## config.mk

```make
export PLATFORM = sky130hd
export DESIGN_NAME = fifo_burst_scheduler_flat
export DESIGN_NICKNAME = d
export VERILOG_FILES = /design/src/rtl/fifo_burst_scheduler_if.sv /design/src/rtl/fifo_burst_scheduler.sv /design/src/flat_wrapper.sv
export SDC_FILE = /design/constraint.sdc
export NUM_CORES = 1
export LEC_CHECK = 0
export CAP_MARGIN = 20
export CORE_ASPECT_RATIO = 1.5
export CORE_UTILIZATION = 45
export DETAILED_ROUTE_END_ITERATION = 12
export PLACE_DENSITY = 0.77
export SYNTH_ARGS = -nofsm -noshare
export SYNTH_HDL_FRONTEND = slang
export SYNTH_SLANG_ARGS = --single-unit
```

## constraint.sdc

```tcl
create_clock -name CLK -period 3.2 [get_ports CLK]
set_input_delay 0.48 -clock CLK [delete_from_list [all_inputs] [get_ports CLK]]
set_output_delay 0.48 -clock CLK [all_outputs]
set_load 0.02 [all_outputs]
```

## src/rtl/fifo_burst_scheduler_if.sv

```systemverilog
// Bundle of source-FIFO, memory-command and write-stream signals for the burst scheduler.
// The master modport is the scheduler's view; slave is the FIFO/memory side.
interface fifo_burst_scheduler_if #(
  parameter int DATA_WIDTH = 32,
  parameter int ADDR_WIDTH = 24
);
  logic [DATA_WIDTH-1:0] Q0;
  logic [DATA_WIDTH-1:0] Q1;
  logic                  EMPTY0;
  logic                  EMPTY1;
  logic                  ALM_EMPTY0;
  logic                  ALM_EMPTY1;
  logic                  DEQ0;
  logic                  DEQ1;
  logic [ADDR_WIDTH-1:0] BASE0;
  logic [ADDR_WIDTH-1:0] BASE1;
  logic                  CMD_VALID;
  logic                  CMD_READY;
  logic [ADDR_WIDTH-1:0] CMD_ADDR;
  logic                  CMD_CH;
  logic                  WR_VALID;
  logic                  WR_READY;
  logic [DATA_WIDTH-1:0] WR_DATA;
  logic                  WR_LAST;
  logic                  BUSY;

  modport master (
    input  Q0, Q1, EMPTY0, EMPTY1, ALM_EMPTY0, ALM_EMPTY1, BASE0, BASE1,
    input  CMD_READY, WR_READY,
    output DEQ0, DEQ1, CMD_VALID, CMD_ADDR, CMD_CH,
    output WR_VALID, WR_DATA, WR_LAST, BUSY
  );

  modport slave (
    output Q0, Q1, EMPTY0, EMPTY1, ALM_EMPTY0, ALM_EMPTY1, BASE0, BASE1,
    output CMD_READY, WR_READY,
    input  DEQ0, DEQ1, CMD_VALID, CMD_ADDR, CMD_CH,
    input  WR_VALID, WR_DATA, WR_LAST, BUSY
  );
endinterface

```

## src/rtl/fifo_burst_scheduler.sv

```systemverilog
// Two-channel round-robin burst scheduler: drains a source FIFO into one command
// plus a bounded data burst, through a 2-entry skid buffer, one burst at a time.
module fifo_burst_scheduler #(
  parameter int DATA_WIDTH = 32,
  parameter int ADDR_WIDTH = 24,
  parameter int MAX_BURST  = 16
) (
  input  logic                   CLK,
  input  logic                   RST,
  fifo_burst_scheduler_if.master bus
);
  localparam logic [1:0] IDLE = 2'd0;
  localparam logic [1:0] CMD  = 2'd1;
  localparam logic [1:0] XFER = 2'd2;
  localparam int CNT_W = $clog2(MAX_BURST + 1);
  localparam logic [CNT_W-1:0] MAX_CNT = CNT_W'(MAX_BURST);

  logic [1:0]            state;
  logic                  grant;
  logic                  last_grant;
  logic [ADDR_WIDTH-1:0] ptr0;
  logic [ADDR_WIDTH-1:0] ptr1;
  logic [CNT_W-1:0]      cnt;
  logic                  last_deq;
  logic                  vld_p1;
  logic                  last_p1;
  logic [DATA_WIDTH-1:0] buf_data [2];
  logic [1:0]            buf_last;
  logic                  wr_idx;
  logic                  rd_idx;
  logic [1:0]            occ;

  logic                  empty_g;
  logic                  alm_g;
  logic [DATA_WIDTH-1:0] q_g;
  logic                  wr_fire;
  logic [1:0]            occ_after;
  logic                  deq;
  logic                  deq_last;
  logic                  head_last;
  logic                  pick;

  always_comb begin
    empty_g   = grant ? bus.EMPTY1 : bus.EMPTY0;
    alm_g     = grant ? bus.ALM_EMPTY1 : bus.ALM_EMPTY0;
    q_g       = grant ? bus.Q1 : bus.Q0;
    wr_fire   = (occ != 2'd0) && bus.WR_READY;
    head_last = buf_last[rd_idx];
    // Credit the word leaving this cycle so a full-rate stream never bubbles.
    occ_after = occ - {1'b0, wr_fire};
    deq       = (state == XFER) && !RST && !empty_g && (cnt < MAX_CNT) && !last_deq &&
                ((occ_after + {1'b0, vld_p1}) < 2'd2);
    deq_last  = (cnt == MAX_CNT - 1'b1) || alm_g;
    if (!bus.EMPTY0 && !bus.EMPTY1) pick = ~last_grant;
    else                            pick = bus.EMPTY0;
  end

  assign bus.DEQ0      = deq & ~grant;
  assign bus.DEQ1      = deq & grant;
  assign bus.CMD_VALID = (state == CMD);
  assign bus.CMD_ADDR  = grant ? ptr1 : ptr0;
  assign bus.CMD_CH    = grant;
  assign bus.WR_VALID  = (occ != 2'd0);
  assign bus.WR_DATA   = buf_data[rd_idx];
  assign bus.WR_LAST   = (occ != 2'd0) & head_last;
  assign bus.BUSY      = (state != IDLE);

  always_ff @(posedge CLK) begin
    if (RST) begin
      state      <= IDLE;
      grant      <= 1'b0;
      last_grant <= 1'b1;
      ptr0       <= bus.BASE0;
      ptr1       <= bus.BASE1;
      cnt        <= '0;
      last_deq   <= 1'b0;
      vld_p1     <= 1'b0;
      wr_idx     <= 1'b0;
      rd_idx     <= 1'b0;
      occ        <= 2'd0;
    end else begin
      // p0 -> p1: a dequeue issued now lands on Qn next cycle
      vld_p1 <= deq;
      occ    <= occ - {1'b0, wr_fire} + {1'b0, vld_p1};
      if (vld_p1)  wr_idx <= ~wr_idx;
      if (wr_fire) rd_idx <= ~rd_idx;
      case (state)
        IDLE: begin
          cnt      <= '0;
          last_deq <= 1'b0;
          if (!bus.EMPTY0 || !bus.EMPTY1) begin
            grant      <= pick;
            last_grant <= pick;
            state      <= CMD;
          end
        end
        CMD: if (bus.CMD_READY) state <= XFER;
        XFER: begin
          if (deq) begin
            cnt      <= cnt + 1'b1;
            last_deq <= deq_last;
          end
          if (wr_fire && head_last) begin
            state <= IDLE;
            if (grant) ptr1 <= ptr1 + ADDR_WIDTH'(cnt);
            else       ptr0 <= ptr0 + ADDR_WIDTH'(cnt);
          end
        end
        default: state <= IDLE;
      endcase
    end
  end

  // p1 -> buffer: capture the word now presented on Qn
  always_ff @(posedge CLK) begin
    if (deq) last_p1 <= deq_last;
    if (vld_p1) begin
      buf_data[wr_idx] <= q_g;
      buf_last[wr_idx] <= last_p1;
    end
  end
endmodule

```

## src/flat_wrapper.sv

```systemverilog
// flat-port wrapper written by rule: the top's interface ports become plain ports
module fifo_burst_scheduler_flat 
#(
  parameter int DATA_WIDTH = 32,
  parameter int ADDR_WIDTH = 24,
  parameter int MAX_BURST  = 16
)
  (CLK, RST, bus_Q0, bus_Q1, bus_EMPTY0, bus_EMPTY1, bus_ALM_EMPTY0, bus_ALM_EMPTY1, bus_BASE0, bus_BASE1, bus_CMD_READY, bus_WR_READY, bus_DEQ0, bus_DEQ1, bus_CMD_VALID, bus_CMD_ADDR, bus_CMD_CH, bus_WR_VALID, bus_WR_DATA, bus_WR_LAST, bus_BUSY);
  fifo_burst_scheduler_if #(.DATA_WIDTH(DATA_WIDTH), .ADDR_WIDTH(ADDR_WIDTH)) bus_i ();
  input  logic CLK;
  input  logic RST;
  input wire logic [$bits(bus_i.Q0)-1:0] bus_Q0;
  input wire logic [$bits(bus_i.Q1)-1:0] bus_Q1;
  input wire logic [$bits(bus_i.EMPTY0)-1:0] bus_EMPTY0;
  input wire logic [$bits(bus_i.EMPTY1)-1:0] bus_EMPTY1;
  input wire logic [$bits(bus_i.ALM_EMPTY0)-1:0] bus_ALM_EMPTY0;
  input wire logic [$bits(bus_i.ALM_EMPTY1)-1:0] bus_ALM_EMPTY1;
  input wire logic [$bits(bus_i.BASE0)-1:0] bus_BASE0;
  input wire logic [$bits(bus_i.BASE1)-1:0] bus_BASE1;
  input wire logic [$bits(bus_i.CMD_READY)-1:0] bus_CMD_READY;
  input wire logic [$bits(bus_i.WR_READY)-1:0] bus_WR_READY;
  output wire logic [$bits(bus_i.DEQ0)-1:0] bus_DEQ0;
  output wire logic [$bits(bus_i.DEQ1)-1:0] bus_DEQ1;
  output wire logic [$bits(bus_i.CMD_VALID)-1:0] bus_CMD_VALID;
  output wire logic [$bits(bus_i.CMD_ADDR)-1:0] bus_CMD_ADDR;
  output wire logic [$bits(bus_i.CMD_CH)-1:0] bus_CMD_CH;
  output wire logic [$bits(bus_i.WR_VALID)-1:0] bus_WR_VALID;
  output wire logic [$bits(bus_i.WR_DATA)-1:0] bus_WR_DATA;
  output wire logic [$bits(bus_i.WR_LAST)-1:0] bus_WR_LAST;
  output wire logic [$bits(bus_i.BUSY)-1:0] bus_BUSY;
  assign bus_i.Q0 = bus_Q0;
  assign bus_i.Q1 = bus_Q1;
  assign bus_i.EMPTY0 = bus_EMPTY0;
  assign bus_i.EMPTY1 = bus_EMPTY1;
  assign bus_i.ALM_EMPTY0 = bus_ALM_EMPTY0;
  assign bus_i.ALM_EMPTY1 = bus_ALM_EMPTY1;
  assign bus_i.BASE0 = bus_BASE0;
  assign bus_i.BASE1 = bus_BASE1;
  assign bus_i.CMD_READY = bus_CMD_READY;
  assign bus_i.WR_READY = bus_WR_READY;
  assign bus_DEQ0 = bus_i.DEQ0;
  assign bus_DEQ1 = bus_i.DEQ1;
  assign bus_CMD_VALID = bus_i.CMD_VALID;
  assign bus_CMD_ADDR = bus_i.CMD_ADDR;
  assign bus_CMD_CH = bus_i.CMD_CH;
  assign bus_WR_VALID = bus_i.WR_VALID;
  assign bus_WR_DATA = bus_i.WR_DATA;
  assign bus_WR_LAST = bus_i.WR_LAST;
  assign bus_BUSY = bus_i.BUSY;
  fifo_burst_scheduler #(.DATA_WIDTH(DATA_WIDTH), .ADDR_WIDTH(ADDR_WIDTH), .MAX_BURST(MAX_BURST)) u_core (.CLK(CLK), .RST(RST), .bus(bus_i));
endmodule
```

---- Word-level counts from Yosys, hierarchy flattened ----
Memories as Yosys holds them, arrays and structs flattened. A register that Yosys moved wholly into a read port is not among the register bits.
Index checks and enable logic that the tools add are counted.
storage, ports and cells
  register bits ........................... 66
  logic and storage cells ................. 97
  RAM bits ................................ 64
  memories ................................ 1
  output and inout port bits .............. 63
cells by class
  bitwise logic cells ..................... 7
  mux-type cells .......................... 30
  reduce and logical (&&, ||, !) cells .... 28
  order comparisons ....................... 5
  add/sub/neg operators ................... 5
  eq/ne operators ......................... 8
memories
  name             words  width  rd ports  clocked after memory_dff  wr ports  RTL line                    source
  u_core.buf_data  2      32     1         1                         1         fifo_burst_scheduler.sv:27  logic [DATA_WIDTH-1:0] buf_data [2];
operators with widths
  operator               number
  $mux W24               9
  $add A24 B5 Y24        2
  $mux W32               1
  $reduce_bool A2 Y1     6
  $mux W1                11
  $pmux W5 S2            1
  $logic_and A1 B1 Y1    9
  $reduce_and A3 Y1      3
  $mux W2                3
  $ne A2 B2 Y1 const B   3
  $pmux W2 S3            1
  $add A5 B1 Y5 const B  1
  $eq A5 B4 Y1 const B   1
  $logic_not A1 Y1       5
  $lt A5 B5 Y1 const B   1
  $mux W5                1
  $lt A1 B2 Y1 const B   2
  $ne A2 B1 Y1 const B   2
  $not A1 Y1             4
  $reduce_and A2 Y1      2
  $and A1 B1 Y1          3
  $add A2 B1 Y2          1
  $bwmux W2              1
  $eq A2 B1 Y1 const B   1
  other kinds (8)        9

---- Depth between registers and ports, before layout ----
  depth after elaboration ................. 8
  mapped depth ............................ 10
  mapped depth without buffers ............ 10

---- Worst setup path after synthesis ----
No wires, ideal clock.
  path kind ............................... reg2reg
  from .................................... reg u_core.grant, in the netlist u_core.bus.CMD_CH
  to ...................................... reg u_core.ptr1[0], enable pin
  data arrival time ....................... 2.882 ns
  setup time .............................. 0.438 ns
  slack ................................... -0.120 ns
  data required time ...................... 2.762 ns
  stages on the path, launching flop included .. 5
  buffers on the path ..................... 2
  cells stage by stage .................... dfxtp_1 > clkbuf_1 > clkbuf_1 > inv_1 > o21ai_0
on the way
  cells in the longest elaborated chain, start to end .. 2
ends and longest elaborated chain
  what                          RTL line                     source
  start: declaration            fifo_burst_scheduler.sv:19   logic grant;
  start signal: assignment      fifo_burst_scheduler.sv:92   grant <= pick;
  $reduce_bool A2 Y1 (no line)  -
  $reduce_and A3 Y1 (no line)   -
  end signal: assignment        fifo_burst_scheduler.sv:74   ptr1 <= bus.BASE1;
  end signal: assignment        fifo_burst_scheduler.sv:105  if (grant) ptr1 <= ptr1 + ADDR_WIDTH'(cnt);
  end: declaration              fifo_burst_scheduler.sv:22   logic [ADDR_WIDTH-1:0] ptr1;
No other way between the ends.
A chain may end at the register's enable or synchronous reset.

---- Final worst setup path ----
  from .................................... in bus_WR_READY
  to ...................................... out bus_DEQ1
on the way
  cells in the longest elaborated chain, start to end .. 6
ends and longest elaborated chain
  what                      RTL line                    source
  start: declaration        flat_wrapper.sv:21          input wire logic [$bits(bus_i.WR_READY)-1:0] bus_WR_READY;
  $logic_and A1 B1 Y1       fifo_burst_scheduler.sv:47  wr_fire = (occ != 2'd0) && bus.WR_READY;
  named net u_core.wr_fire  fifo_burst_scheduler.sv:36  logic wr_fire;
  $sub A2 B1 Y2             fifo_burst_scheduler.sv:50  occ_after = occ - {1'b0, wr_fire};
  $add A2 B1 Y2             fifo_burst_scheduler.sv:52  ((occ_after + {1'b0, vld_p1}) < 2'd2);
  $lt A2 B2 Y1              fifo_burst_scheduler.sv:52
  $logic_and A1 B1 Y1       fifo_burst_scheduler.sv:51  deq = (state == XFER) && !RST && !empty_g && (cnt < MAX_CNT) && !last_deq &&
  $and A1 B1 Y1             fifo_burst_scheduler.sv:59  assign bus.DEQ1 = deq & grant;
  end: declaration          flat_wrapper.sv:23          output wire logic [$bits(bus_i.DEQ1)-1:0] bus_DEQ1;
The timed path passes the listed nets, and every way through them passes these cells.

==> impl_summary.txt <==
----------------------------------------------------
[Run status]
  Status ... finished clean

[CTS]
  Number of clock sinks ... 131
  Clock transition at the registers of the reported paths ... 0.07 ns
  CTS Buffer Depth ... 2
  TritonCTS clock tree ... built
  Insertion delay to the later sink of the worst-skew pair ... 0.42 ns
  Setup Fix Bufs, Post-CTS ... 0
  Number of buffers created by CTS ... 17
  CTS H-tree depth ... 4
  Clock root buffer ... clkbuf_16

[STA]
  Final period utilization ... 86.0%
  Hold slack final ... 0.451 ns
  Max Clock Freq ... 363 MHz
  Transition time at the pin with the least slew margin ... 0.734 ns
  Final worst clock skew ... 0.0152 ns
  Count of final hold-check violations ... 0
  Slew margin rel. ... 51.1%
  Final min period ... 2.75 ns
  Setup repair after global routing missed its margin ... false
  Setup TNS ... 0 ns
  Final Slew Violations ... 0
  Count of endpoints failing setup in the final report ... 0

[Logic synthesis]
  Count of unique library cells instantiated by Yosys ... 56
  Cell accounting for the most synthesized area ... edfxtp_1
  Top cell type's share of synthesized area ... 48.5%
  Number of warnings printed during yosys synthesis ... 0
  Primary FF master, synth ... edfxtp_1
  Syn_nets ... 745
  Top post-synthesis cells by area ... edfxtp_1 48%, mux2_2 14%, dfxtp_1 4.5%
  Number of enable-type register cells in the synthesized netlist ... 115
  Cells after Synth ... 609
  Post-Synthesis Cell Area ... 7120 um^2
  Synthesis-stage register bit count ... 131
  Mean post-synth cell area ... 11.7 um^2
  Proportion of synthesized flip-flops having asynchronous set or reset ... 0%
  Seq/Total Area, Yosys ... 53.0%

[Placement]
  Last weighted congestion value of the routability-driven placer ... 0.895
  Count of input and output buffers ... 182
  Dpl hpwl ... 13000 um
  Post-place instance area ... 9160 um^2

[Power]
  Largest vdd supply drop ... 0.000294 V
  Share of power burned in combinational logic ... 23.7%
  Power density cells ... 525 nW/um^2
  PnR Total Power ... 5.12 mW
  Net switching power ... 1.47 mW
  Internal power summed over all cells ... 3.64 mW
  Sequential power share ... 39.9%
  Power share of the clock group ... 36.4%
  Leak ... 3.40 nW
  Net switching fraction of the power ... 28.8%

[Die]
  Die outline area ... 16300 um^2
  Height of the die ... 156 um
  Core Box Area ... 15600 um^2
  Initial cell density of the core ... 45.8%
  Io pins ... 183
  Width of the chip ... 105 um
  Row count ... 56

[Global routing]
  Largest net degree at the start of global routing ... 77
  Global-route wire length before repair ... 27700 um
  Antenna violations before repair ... 0
  GRT Util Overall ... 21.7%
  Number of global-route vias before repair ... 5642
  Total congestion overflow ... 0

[Routing]
  Routed wire per std cell ... 17.6 um
  Detailed-route vias per instance ... 5.66
  Number of iterations in the first detailed-routing pass ... 5
  Aggregate routed wire length ... 17700 um
  Count of nets left with antenna violations after detail routing ... 0
  DR DRC count ... 0
  Violation count after the first detailed-routing iteration ... 378
  Total via count after detailed routing ... 5685

[Cells and area]
  Diodes inserted ... 0
  Filler cells ... 1236
  Synth-to-Final Area Change ... 36.7%
  Fraction of final layout cells with drive strength greater than 1 ... 18.0%
  End-of-flow core utilization ... 62.6%
  Final layout net count ... 925
  Design Area, Final ... 9740 um^2

[Critical path]
  Critical Path Source Type ... input port
  Largest fanout on the critical path ... 3
  Path type of the worst setup path ... input port to primary output
  Kind of end point of the critical path ... primary output
  Arrival time of data at the critical path endpoint ... 2.27 ns
  Required time at the worst-slack endpoint ... 2.72 ns

[Run]
  Maximum Capacitance Violations ... 0

[Hold path]
  Type of the tightest min-delay check ... register to register

----------------------------------------------------
## metrics by stage
step / worst slack (ns) / std cells
CTS: 0.0555 / 1005
detailed placement: 0.0631 / 973
floorplan: 0.183 / 609
finish: 0.449 / 1005
global placement: 0.0984 / 973
global route: 0.222 / 1005
## critical path, cell delays in order
cell	delay (ns)
clkdlybuf4s50_1	0.39
o21ai_0	0.10
inv_1	0.07
ha_1	0.27
inv_1	0.04
ha_1	0.17
xnor3_1	0.23
nand4_1	0.16
nor2_1	0.12
dlymetal6s2s_1	0.23
## power by group through the flow
stage | combinational (mW) | clock [mW] | sequential (mW)
after floorplan | 0.692 | 0 | 2.05
after global placement | 1.20 | 0 | 2.07
after detailed placement | 1.22 | 0 | 2.08
after CTS | 1.22 | 1.89 | 2.04
after global routing | 1.30 | 1.98 | 2.05
final | 1.21 | 1.86 | 2.04
## final cells by class
cell class,instances,area [um^2],area share (%)
clock buffers,17,425,4.37
flip-flops and latches,131,3770,38.8
inverters,20,75.1,0.771
multi-input cells,426,3160,32.5
repair buffers,193,1900,19.6
clock inverters,15,141,1.45
well taps,203,254,2.61
## cell families (layout without fill, tap and decap cells)
logic type                 Yosys count  count (layout)  share of synthesized area [%]
AOI/OAI and AO/OA                  130             130                           12.1
and+or+nand+nor                    179             179                           13.3
DFF                                131             131                           53.0
buffers and inverters               52             245                           2.81
xor gates and xnor gates            10              10                           1.42
muxes                               91              91                           14.3
adders and majority gates           16              16                           3.02
## cells in the mapped netlist (2+ instances only)
cell type / count
or2_2: 5
nor4_1: 5
nor3_1: 6
xnor2_1: 4
or3_1: 9
o311ai_0: 2
o31a_1: 4
nand3_1: 27
dfxtp_1: 16
fa_1: 2
xor2_1: 5
a211oi_1: 3
nand4_1: 10
a21o_1: 4
mux2_2: 89
a22oi_1: 6
edfxtp_1: 115
o21a_1: 3
nor2b_1: 10
a21oi_1: 14
and2_1: 2
buf_1: 6
nor4b_1: 2
or4_1: 18
clkbuf_1: 24
a31oi_1: 20
nand2_1: 36
mux2i_1: 2
nor2_1: 37
a311oi_1: 2
and4_1: 2
inv_1: 20
a211o_1: 5
o31ai_1: 13
nor3b_1: 2
and3_1: 3
o21ai_0: 36
ha_1: 14
o41ai_1: 3
o211ai_1: 5
nand2b_1: 3
## routing by layer
layer  part of all wire (%)  track usage, %  vias to the layer above
li1                       -               -                     2734
met2                     52            39.9                      233
met4                    2.1            8.72                        0
met1                     39            24.1                     2684
met3                    6.9            4.93                       34
met5                      0               0                        -
## layout by cell type, fill, tap and decap left out, types with 3 or more instances in the layout
master / n
or2_2: 5
edfxtp_1: 115
inv_8: 4
clkinvlp_4: 3
a21o_1: 4
nor3_1: 6
a22oi_1: 6
o31ai_1: 13
ha_1: 14
o211ai_1: 5
mux2_2: 89
inv_1: 20
clkbuf_16: 17
o21a_1: 3
xor2_1: 5
dfxtp_1: 15
o41ai_1: 3
a21oi_1: 14
nand2_1: 36
a31oi_1: 20
nor2_1: 36
clkdlybuf4s50_1: 179
or4_1: 18
nor2b_1: 10
a211o_1: 5
nand4_1: 10
inv_6: 4
o21ai_0: 34
nand2b_1: 3
nand3_1: 27
or3_1: 9
buf_4: 11
xnor2_1: 4
o31a_1: 4
and3_1: 3
nor4_1: 5
a211oi_1: 3
## state kept, by name (all words and copies together) (netlist names), named ones only
signal             count
u_core.bus.CMD_CH      1
u_core.state           2
u_core.last_p1         1
u_core.vld_p1          1
u_core.last_deq        1
u_core.buf_last        2
u_core.occ             2
u_core.buf_data       64
u_core.wr_idx          1
u_core.last_grant      1
u_core.cnt             5
u_core.ptr0           24
u_core.rd_idx          1
u_core.ptr1           24
## worst paths after layout
check / start / endpoint / slack [ns] / cells past startpoint
setup / recovery: bus_WR_READY / bus_DEQ1 / 0.45 / 10
hold / removal: u_core.last_p1 / u_core.buf_last[0] / 0.45 / 0
setup reg to reg: u_core.cnt[0] / u_core.ptr1[6] / 0.74 / 6
hold reg to reg: u_core.last_p1 / u_core.buf_last[0] / 0.45 / 0
## repair_timing
item	4_1_cts	5_1_grt
hold buffers	0	0
hold endpoints to repair	0	0
setup endpoints to repair	0	2
resized for setup	0	2
Note: power is estimated with default switching activity, not from simulation.
